`src/rtl/mem_stage_pipe.sv`:
```
// mem_stage_pipe: EX/MEM -> MEM/WB pipeline stage with a req/gnt/rvalid data-memory port
// Ports:
//   MEM_CLOCK, MEM_RESET        rising-edge clock, asynchronous active-low reset
//   in_*  / in_ready            EX-side valid/ready handshake and instruction operands
//   flush                       kills the instruction currently owned by this stage
//   dmem_*                      registered request (req/we/addr/wdata/be), gnt, rvalid/rdata
//   out_* / out_ready           MEM/WB register with valid/ready handshake
//   misalign                    one-cycle pulse on a trapped misaligned access
// Optional: define MEM_MISALIGN_TRAP_EN to trap misaligned accesses instead of issuing
//   them with a truncated, lane-shifted strobe.
module mem_stage_pipe #(
    parameter int XLEN  = 32,
    parameter int BE_W  = XLEN / 8,
    parameter int OFF_W = $clog2(XLEN / 8)
) (
    input  logic            MEM_CLOCK,
    input  logic            MEM_RESET,
    input  logic            in_valid,
    output logic            in_ready,
    input  logic [31:0]     in_ir,
    input  logic [XLEN-1:0] in_pc_4,
    input  logic [XLEN-1:0] in_alu_out,
    input  logic [XLEN-1:0] in_rs2,
    input  logic            in_mem_we,
    input  logic            in_mem_rd,
    input  logic [1:0]      in_rf_wr_sel,
    input  logic            in_reg_write,
    input  logic            flush,
    output logic            dmem_req,
    output logic            dmem_we,
    output logic [XLEN-1:0] dmem_addr,
    output logic [XLEN-1:0] dmem_wdata,
    output logic [BE_W-1:0] dmem_be,
    input  logic            dmem_gnt,
    input  logic            dmem_rvalid,
    input  logic [XLEN-1:0] dmem_rdata,
    output logic            out_valid,
    input  logic            out_ready,
    output logic [XLEN-1:0] out_pc_4,
    output logic [XLEN-1:0] out_alu_result,
    output logic [XLEN-1:0] out_load_data,
    output logic [31:0]     out_ir,
    output logic [1:0]      out_rf_wr_sel,
    output logic            out_reg_write,
    output logic            misalign
);
    localparam logic [2:0] IDLE  = 3'd0;
    localparam logic [2:0] REQ   = 3'd1;
    localparam logic [2:0] RSP   = 3'd2;
    localparam logic [2:0] HOLD  = 3'd3;
    localparam logic [2:0] DRAIN = 3'd4;
    localparam logic [XLEN-1:0] ONES = '1;
    localparam logic [XLEN-1:0] M8   = ~(ONES << 8);
    localparam logic [XLEN-1:0] M16  = ~(ONES << 16);
    localparam logic [XLEN-1:0] M32  = ~(ONES << 32);
    logic [2:0]      state;
    logic [31:0]     q_ir;
    logic [XLEN-1:0] q_pc_4, q_alu, q_rs2, hold_data, sh, ld, cap_data;
    logic [1:0]      q_sel;
    logic            q_we, q_reg_write, out_rw;
    logic            out_free, accept, mem_op, mis, cap, idle;
    logic [OFF_W-1:0] lane;
    logic [2:0]      f3;
    logic [7:0]      size_mask;
    assign idle     = state == IDLE;
    assign out_free = !out_valid || out_ready;
    assign in_ready = idle && out_free;
    assign accept   = in_ready && in_valid && !flush;
    assign mem_op   = in_mem_rd || in_mem_we;
    // Memory-side signals all derive from the latched operands, so they hold still while waiting for gnt.
    assign lane       = q_alu[OFF_W-1:0];
    assign f3         = q_ir[14:12];
    assign size_mask  = f3[1:0] == 2'd0 ? 8'h01 : f3[1:0] == 2'd1 ? 8'h03 : f3[1:0] == 2'd2 ? 8'h0F : 8'hFF;
    assign dmem_addr  = {q_alu[XLEN-1:OFF_W], {OFF_W{1'b0}}};
    assign dmem_wdata = q_rs2 << {lane, 3'b000};
    // Strobes past the top lane fall off the cast, dropping bytes beyond the word boundary.
    assign dmem_be    = dmem_req ? BE_W'({8'h00, size_mask} << lane) : '0;
    assign dmem_we    = dmem_req && q_we;
    assign sh = dmem_rdata >> {lane, 3'b000};
    assign ld = f3 == 3'b000 ? (sh & M8)  | (~M8  & {XLEN{sh[7]}})
              : f3 == 3'b100 ? sh & M8
              : f3 == 3'b001 ? (sh & M16) | (~M16 & {XLEN{sh[15]}})
              : f3 == 3'b101 ? sh & M16
              : f3 == 3'b010 ? (sh & M32) | (~M32 & {XLEN{sh[31]}})
              : (f3 == 3'b110 && XLEN == 64) ? sh & M32
              : (f3 == 3'b011 && XLEN == 64) ? sh
              : '0;
`ifdef MEM_MISALIGN_TRAP_EN
    logic [2:0] in_size_m1;
    assign in_size_m1 = in_ir[13:12] == 2'd0 ? 3'd0 : in_ir[13:12] == 2'd1 ? 3'd1 : in_ir[13:12] == 2'd2 ? 3'd3 : 3'd7;
    assign mis = mem_op && |(3'(in_alu_out[OFF_W-1:0]) & in_size_m1);
    always_ff @(posedge MEM_CLOCK or negedge MEM_RESET)
        if (!MEM_RESET) misalign <= 1'b0;
        else            misalign <= accept && mis;
`else
    assign mis      = 1'b0;
    assign misalign = 1'b0;
`endif
    // A trapped misaligned access retires like an ALU op, straight from the inputs, with no write-back.
    assign cap = (accept && (!mem_op || mis))
              || (state == REQ  && dmem_gnt && q_we && out_free)
              || (state == RSP  && dmem_rvalid && !flush && out_free)
              || (state == HOLD && out_free && !flush);
    assign cap_data      = state == RSP ? ld : state == HOLD ? hold_data : '0;
    assign out_reg_write = out_valid && out_rw;
    always_ff @(posedge MEM_CLOCK or negedge MEM_RESET) begin
        if (!MEM_RESET) begin
            state          <= IDLE;
            dmem_req       <= 1'b0;
            q_ir           <= '0;
            q_pc_4         <= '0;
            q_alu          <= '0;
            q_rs2          <= '0;
            q_sel          <= '0;
            q_we           <= 1'b0;
            q_reg_write    <= 1'b0;
            hold_data      <= '0;
            out_valid      <= 1'b0;
            out_ir         <= '0;
            out_pc_4       <= '0;
            out_alu_result <= '0;
            out_load_data  <= '0;
            out_rf_wr_sel  <= '0;
            out_rw         <= 1'b0;
        end else begin
            if (cap) begin
                out_valid      <= 1'b1;
                out_ir         <= idle ? in_ir : q_ir;
                out_pc_4       <= idle ? in_pc_4 : q_pc_4;
                out_alu_result <= idle ? in_alu_out : q_alu;
                out_rf_wr_sel  <= idle ? in_rf_wr_sel : q_sel;
                out_rw         <= idle ? in_reg_write && !mis : q_reg_write;
                out_load_data  <= cap_data;
            end else if (out_ready) begin
                out_valid <= 1'b0;
            end
            case (state)
                IDLE: if (accept && mem_op && !mis) begin
                    q_ir        <= in_ir;
                    q_pc_4      <= in_pc_4;
                    q_alu       <= in_alu_out;
                    q_rs2       <= in_rs2;
                    q_sel       <= in_rf_wr_sel;
                    q_we        <= in_mem_we;
                    q_reg_write <= in_reg_write;
                    hold_data   <= '0;
                    dmem_req    <= 1'b1;
                    state       <= REQ;
                end
                // A grant in the same cycle as flush commits the access; the load's data is drained later.
                REQ: if (dmem_gnt) begin
                    dmem_req <= 1'b0;
                    state    <= q_we ? (out_free ? IDLE : HOLD) : (flush ? DRAIN : RSP);
                end else if (flush) begin
                    dmem_req <= 1'b0;
                    state    <= IDLE;
                end
                // Data arriving together with flush is already the response, so discard it here instead of draining.
                RSP: if (dmem_rvalid) begin
                    hold_data <= ld;
                    state     <= (flush || out_free) ? IDLE : HOLD;
                end else if (flush) begin
                    state <= DRAIN;
                end
                HOLD:  if (flush || out_free) state <= IDLE;
                DRAIN: if (dmem_rvalid) state <= IDLE;
                default: state <= IDLE;
            endcase
        end
    end
endmodule
```
`config.mk`:
```
export PLATFORM = sky130hd
export DESIGN_NAME = mem_stage_pipe
export DESIGN_NICKNAME = d
export VERILOG_FILES = /design/src/rtl/mem_stage_pipe.sv
export SDC_FILE = /design/constraint.sdc
export NUM_CORES = 1
export LEC_CHECK = 0
export BUFFER_PORTS_ARGS = -buffer_cell sky130_fd_sc_hd__buf_4
export CAP_MARGIN = 20
export CELL_PAD_IN_SITES_DETAIL_PLACEMENT = 1
export CELL_PAD_IN_SITES_GLOBAL_PLACEMENT = 1
export CORE_AREA = 4 4 169 204
export DETAILED_ROUTE_END_ITERATION = 12
export DIE_AREA = 0 0 173 208
export PLACE_DENSITY_LB_ADDON = 0.1
export SETUP_SLACK_MARGIN = 0.05
export SLEW_MARGIN = 20
export SYNTH_ARGS = -nofsm -noshare
export SYNTH_HDL_FRONTEND = slang
export SYNTH_SLANG_ARGS = --single-unit
export TNS_END_PERCENT = 10
```
`constraint.sdc`:
```
create_clock -name MEM_CLOCK -period 3.99 [get_ports MEM_CLOCK]
set_input_delay 0.1995 -clock MEM_CLOCK [delete_from_list [all_inputs] [get_ports MEM_CLOCK]]
set_output_delay 0.1995 -clock MEM_CLOCK [all_outputs]
set_load 0.05 [all_outputs]
```
==> qor.json <==
{
  "initial_utilization": 0.4217,
  "critical_path_required_ps": 4420,
  "startpoint_type": "flip-flop",
  "synthSimpleGateAreaFrac": 0.1421,
  "worst_hold_path.endpoint": "state[2]",
  "status": "complete, no violations",
  "io-pin-count": 376,
  "drcViolationCount": 0,
  "cts.repair.resized": 0,
  "grt_usage": 0.2481,
  "totalWireLength_um": 45990,
  "path_clk_slew_ps": 60,
  "distinct_cell_type_count_of_the_synthesized_netlist": 40,
  "total_negative_slack_ps": 0,
  "finalWorstPathRequiredPeriod_ps": 3055,
  "timing.reg2reg.worst_path_depth": 6,
  "final_hold_viol_count": 0,
  "worstHoldPathType": "primary input to flip-flop",
  "maximum_clock_insertion_buffer_count": 3,
  "finalWeightedCongestion": 0.7874,
  "crit_path_max_incr_delay_ps": 700,
  "fin_worst_skew_ps": 16.74,
  "final_antenna_net_count": 0,
  "cap_violations": 0,
  "muxShareOfSynthArea": 0.1405,
  "finalCritPeriodShare": 0.7656,
  "synth.ff_latch_count": 300,
  "design.final.nets": 1975,
  "critPathMaxFanout": 134,
  "grt_antenna_before_repair": 3,
  "clock-sinks": 300,
  "grt_first_pass_wirelength_um": 73300,
  "layout-area-overhead-vs-synth_pct": 39.92,
  "pin_count_of_the_biggest_net_entering_global_routing": 135,
  "globalRoute.totalOverflow": 0,
  "number_of_buffers_inserted_during_clock_tree_synthesis": 35,
  "finalNonFillerCells": 2245,
  "crit_family": "simple AND/OR/NAND/NOR gates",
  "core_footprint_um2": 32700,
  "clock_tree.root_cell": "sky130_fd_sc_hd__clkbuf_16",
  "hold_path.startpoint": "dmem_rvalid",
  "finalSetupViolations": 0,
  "routed_wl_per_cell_um": 20.48,
  "path_buf_inv": 1,
  "worstMarginPinSlew_ps": 1035,
  "cts_tree": "done",
  "crit_slowest_cell": "sky130_fd_sc_hd__or3_4",
  "die_w_um": 173,
  "htreeDepth": 2,
  "half_perimeter_wire_length_after_placement_um": 28600,
  "yosys.area_share.adder": 0,
  "number_of_i_o_port_buffers": 372,
  "reg2reg_capture_point": "out_ir[6]",
  "detailedRoute.firstIterationViolations": 636,
  "slew_headroom": 0.3091,
  "design.die.area_um2": 35980,
  "mean_area_per_synthesized_cell_um2": 10.03,
  "detail_route.vias_per_cell": 5.347,
  "rrSetupSlack_ps": 940,
  "data_arrival_time_of_the_critical_path_ps": 3480,
  "path_cells": "or3_4 > or4_1 > a31oi_4 > buf_12 > nor2_1 > a31oi_1",
  "postSynthCellCount": 1375,
  "detailroute.via_count": 12003,
  "endpoint_kind": "flip-flop",
  "post_route_cells_drive_above_1_share": 0.3290,
  "hold-path-cell-count": 4,
  "drt_pre_antenna_iters": 5,
  "r2r_start": "state[2]",
  "drv_slew": 0,
  "grt_setup_unrepaired": "no",
  "grt_pass1_vias": 13005,
  "yosysWarnings": 0,
  "achievable-frequency_mhz": 327.4,
  "numPlacedInstances": 2044,
  "synth_compound_area_frac": 0.1211,
  "synth_top_family_by_area": "simple AND/OR/NAND/NOR gates",
  "post_synth_xor_area_fraction": 0,
  "insertion_delay_ps": 520,
  "std_cell_rows": 73,
  "die_height_um": 208,
  "synth.yosys.seq_area_share": 0.5444,
  "synth.cell_area_um2": 13790,
  "post_cts_buffers": 0,
  "timing.setup.critical_path_class": "flip-flop to flip-flop",
  "crit_path_start": "state[2]"
}
state kept, by name, indices dropped and copies added, names as in the netlist:
signal,count
q_ir,32
out_load_data,32
out_pc_4,32
q_we,1
out_alu_result,32
q_sel,2
q_reg_write,1
out_rw,1
q_alu,32
out_valid,1
out_ir,32
q_pc_4,32
dmem_req,1
q_rs2,32
out_rf_wr_sel,2
state,3
hold_data,32
synthesized netlist by cell type:
cell type / instances / share of area
sky130_fd_sc_hd__nand2_1: 257 / 0.070
sky130_fd_sc_hd__nor4_1: 1 / 0.00045
sky130_fd_sc_hd__nor3_1: 14 / 0.0051
sky130_fd_sc_hd__a31o_2: 1 / 0.00064
sky130_fd_sc_hd__buf_4: 39 / 0.021
sky130_fd_sc_hd__a22o_1: 8 / 0.0051
sky130_fd_sc_hd__a211oi_1: 9 / 0.0049
sky130_fd_sc_hd__a31oi_4: 1 / 0.0015
sky130_fd_sc_hd__nand2b_1: 5 / 0.0023
sky130_fd_sc_hd__mux2_2: 141 / 0.12
sky130_fd_sc_hd__or4_1: 1 / 0.00054
sky130_fd_sc_hd__and2_1: 11 / 0.0050
sky130_fd_sc_hd__inv_1: 4 / 0.0011
sky130_fd_sc_hd__or2_2: 2 / 0.00091
sky130_fd_sc_hd__nor3b_1: 2 / 0.0011
sky130_fd_sc_hd__buf_2: 28 / 0.010
sky130_fd_sc_hd__nor4b_1: 1 / 0.00064
sky130_fd_sc_hd__buf_1: 5 / 0.0014
sky130_fd_sc_hd__nor4_4: 1 / 0.0015
sky130_fd_sc_hd__conb_1: 1 / 0.00027
sky130_fd_sc_hd__buf_6: 1 / 0.00082
sky130_fd_sc_hd__o21ai_0: 45 / 0.016
sky130_fd_sc_hd__nor2_1: 168 / 0.046
sky130_fd_sc_hd__a2bb2oi_1: 4 / 0.0025
sky130_fd_sc_hd__dfrtp_1: 300 / 0.54
sky130_fd_sc_hd__mux2i_1: 35 / 0.025
sky130_fd_sc_hd__o221ai_1: 1 / 0.00064
sky130_fd_sc_hd__nor2b_1: 11 / 0.0050
sky130_fd_sc_hd__a21o_1: 2 / 0.0011
sky130_fd_sc_hd__nand3b_1: 3 / 0.0016
sky130_fd_sc_hd__a21oi_1: 70 / 0.025
sky130_fd_sc_hd__or3_1: 2 / 0.00091
sky130_fd_sc_hd__nand3_1: 2 / 0.00073
sky130_fd_sc_hd__a221oi_1: 1 / 0.00064
sky130_fd_sc_hd__clkbuf_1: 62 / 0.017
sky130_fd_sc_hd__o211ai_1: 10 / 0.0054
sky130_fd_sc_hd__o22ai_1: 2 / 0.00091
sky130_fd_sc_hd__and3b_1: 1 / 0.00064
sky130_fd_sc_hd__a31oi_1: 121 / 0.055
sky130_fd_sc_hd__a22oi_1: 2 / 0.0011
worst register-to-register path, cell delays in order, from the launching register on:
cell and delay (ps):
sky130_fd_sc_hd__dfrtp_1 480, sky130_fd_sc_hd__or3_4 700, sky130_fd_sc_hd__or4_1 640, sky130_fd_sc_hd__a31oi_4 270, sky130_fd_sc_hd__buf_12 460, sky130_fd_sc_hd__nor2_1 230
sky130_fd_sc_hd__a31oi_1 200
per-layer routing:
metal  vias to the layer above  wire length [µm]  GRT usage
met2                       319             23320     0.4288
met4                         0              1985     0.1019
met5                         -                 0          0
li1                       5568                 -          -
met3                        94              2570    0.06015
met1                      6022             18110     0.2979
metrics by stage:
stage,util,hold slack (ps),instance area [µm²],setup slack (ps)
floorplan,-,-96.09,13800,895.7
detailed placement,0.5093,340.6,16650,996.9
CTS,0.5898,76.79,19290,979.7
finish,0.5901,98.33,19290,935.5
global placement,0.5093,348.0,16650,1111
global route,0.5901,83.62,19290,819.8
layout by cell type, fill, tap and decap left out, types with 3 or more instances in the layout:
cell	n
sky130_fd_sc_hd__o211ai_1	10
sky130_fd_sc_hd__o21ai_0	45
sky130_fd_sc_hd__clkbuf_16	36
sky130_fd_sc_hd__dfrtp_1	298
sky130_fd_sc_hd__diode_2	3
sky130_fd_sc_hd__bufinv_16	6
sky130_fd_sc_hd__nand3b_1	3
sky130_fd_sc_hd__nor2_1	167
sky130_fd_sc_hd__mux2_2	141
sky130_fd_sc_hd__dlygate4sd3_1	134
sky130_fd_sc_hd__mux2i_1	35
sky130_fd_sc_hd__a2bb2oi_1	4
sky130_fd_sc_hd__nand2_1	257
sky130_fd_sc_hd__clkbuf_1	3
sky130_fd_sc_hd__a211oi_1	9
sky130_fd_sc_hd__conb_1	3
sky130_fd_sc_hd__nor2b_1	11
sky130_fd_sc_hd__a31oi_1	121
sky130_fd_sc_hd__nor3_1	13
sky130_fd_sc_hd__and2_1	11
sky130_fd_sc_hd__buf_12	7
sky130_fd_sc_hd__a22o_1	8
sky130_fd_sc_hd__clkinv_2	5
sky130_fd_sc_hd__nand2b_1	5
sky130_fd_sc_hd__a21oi_1	70
sky130_fd_sc_hd__inv_1	4
sky130_fd_sc_hd__clkbuf_8	9
sky130_fd_sc_hd__buf_4	382
cell type report:
class / count / area [µm²]
clock buffers: 48 / 1036
inverters: 4 / 15.01
diodes: 3 / 7.507
flip-flops and latches: 300 / 7510
clock inverters: 16 / 255.2
multi-input cells: 938 / 5592
well taps: 412 / 515.5
fillers: 3526 / 13400
repair buffers: 524 / 4364
how the worst max path moves through the flow:
stage                                     to  slack [ps]  depth (start not counted)
after CTS                 out_alu_result[14]         980                          6
after floorplan                   dmem_be[2]         900                          6
after detailed placement    out_load_data[1]        1000                          6
final                              out_ir[6]         940                          6
after global routing               out_ir[6]         820                          6
after global placement            out_ir[30]        1110                          6
kinds of logic (layout without fill, tap and decap cells):
group / Yosys count / count (layout)
AOI/OAI and AO/OA: 277 / 277
buffers and inverters: 139 / 592
DFF: 300 / 300
muxes: 176 / 176
other: 1 / 6
and+or+nand+nor: 482 / 482
timing repair:
action                                  CTS  global route
endpoints found under the setup margin    0             0
endpoints found under the hold margin   343             0
hold buffers                            134             0
Power is left out: the tool's default activity adds up to more than one toggle a clock period on the data nets, which glitch-free logic cannot reach.
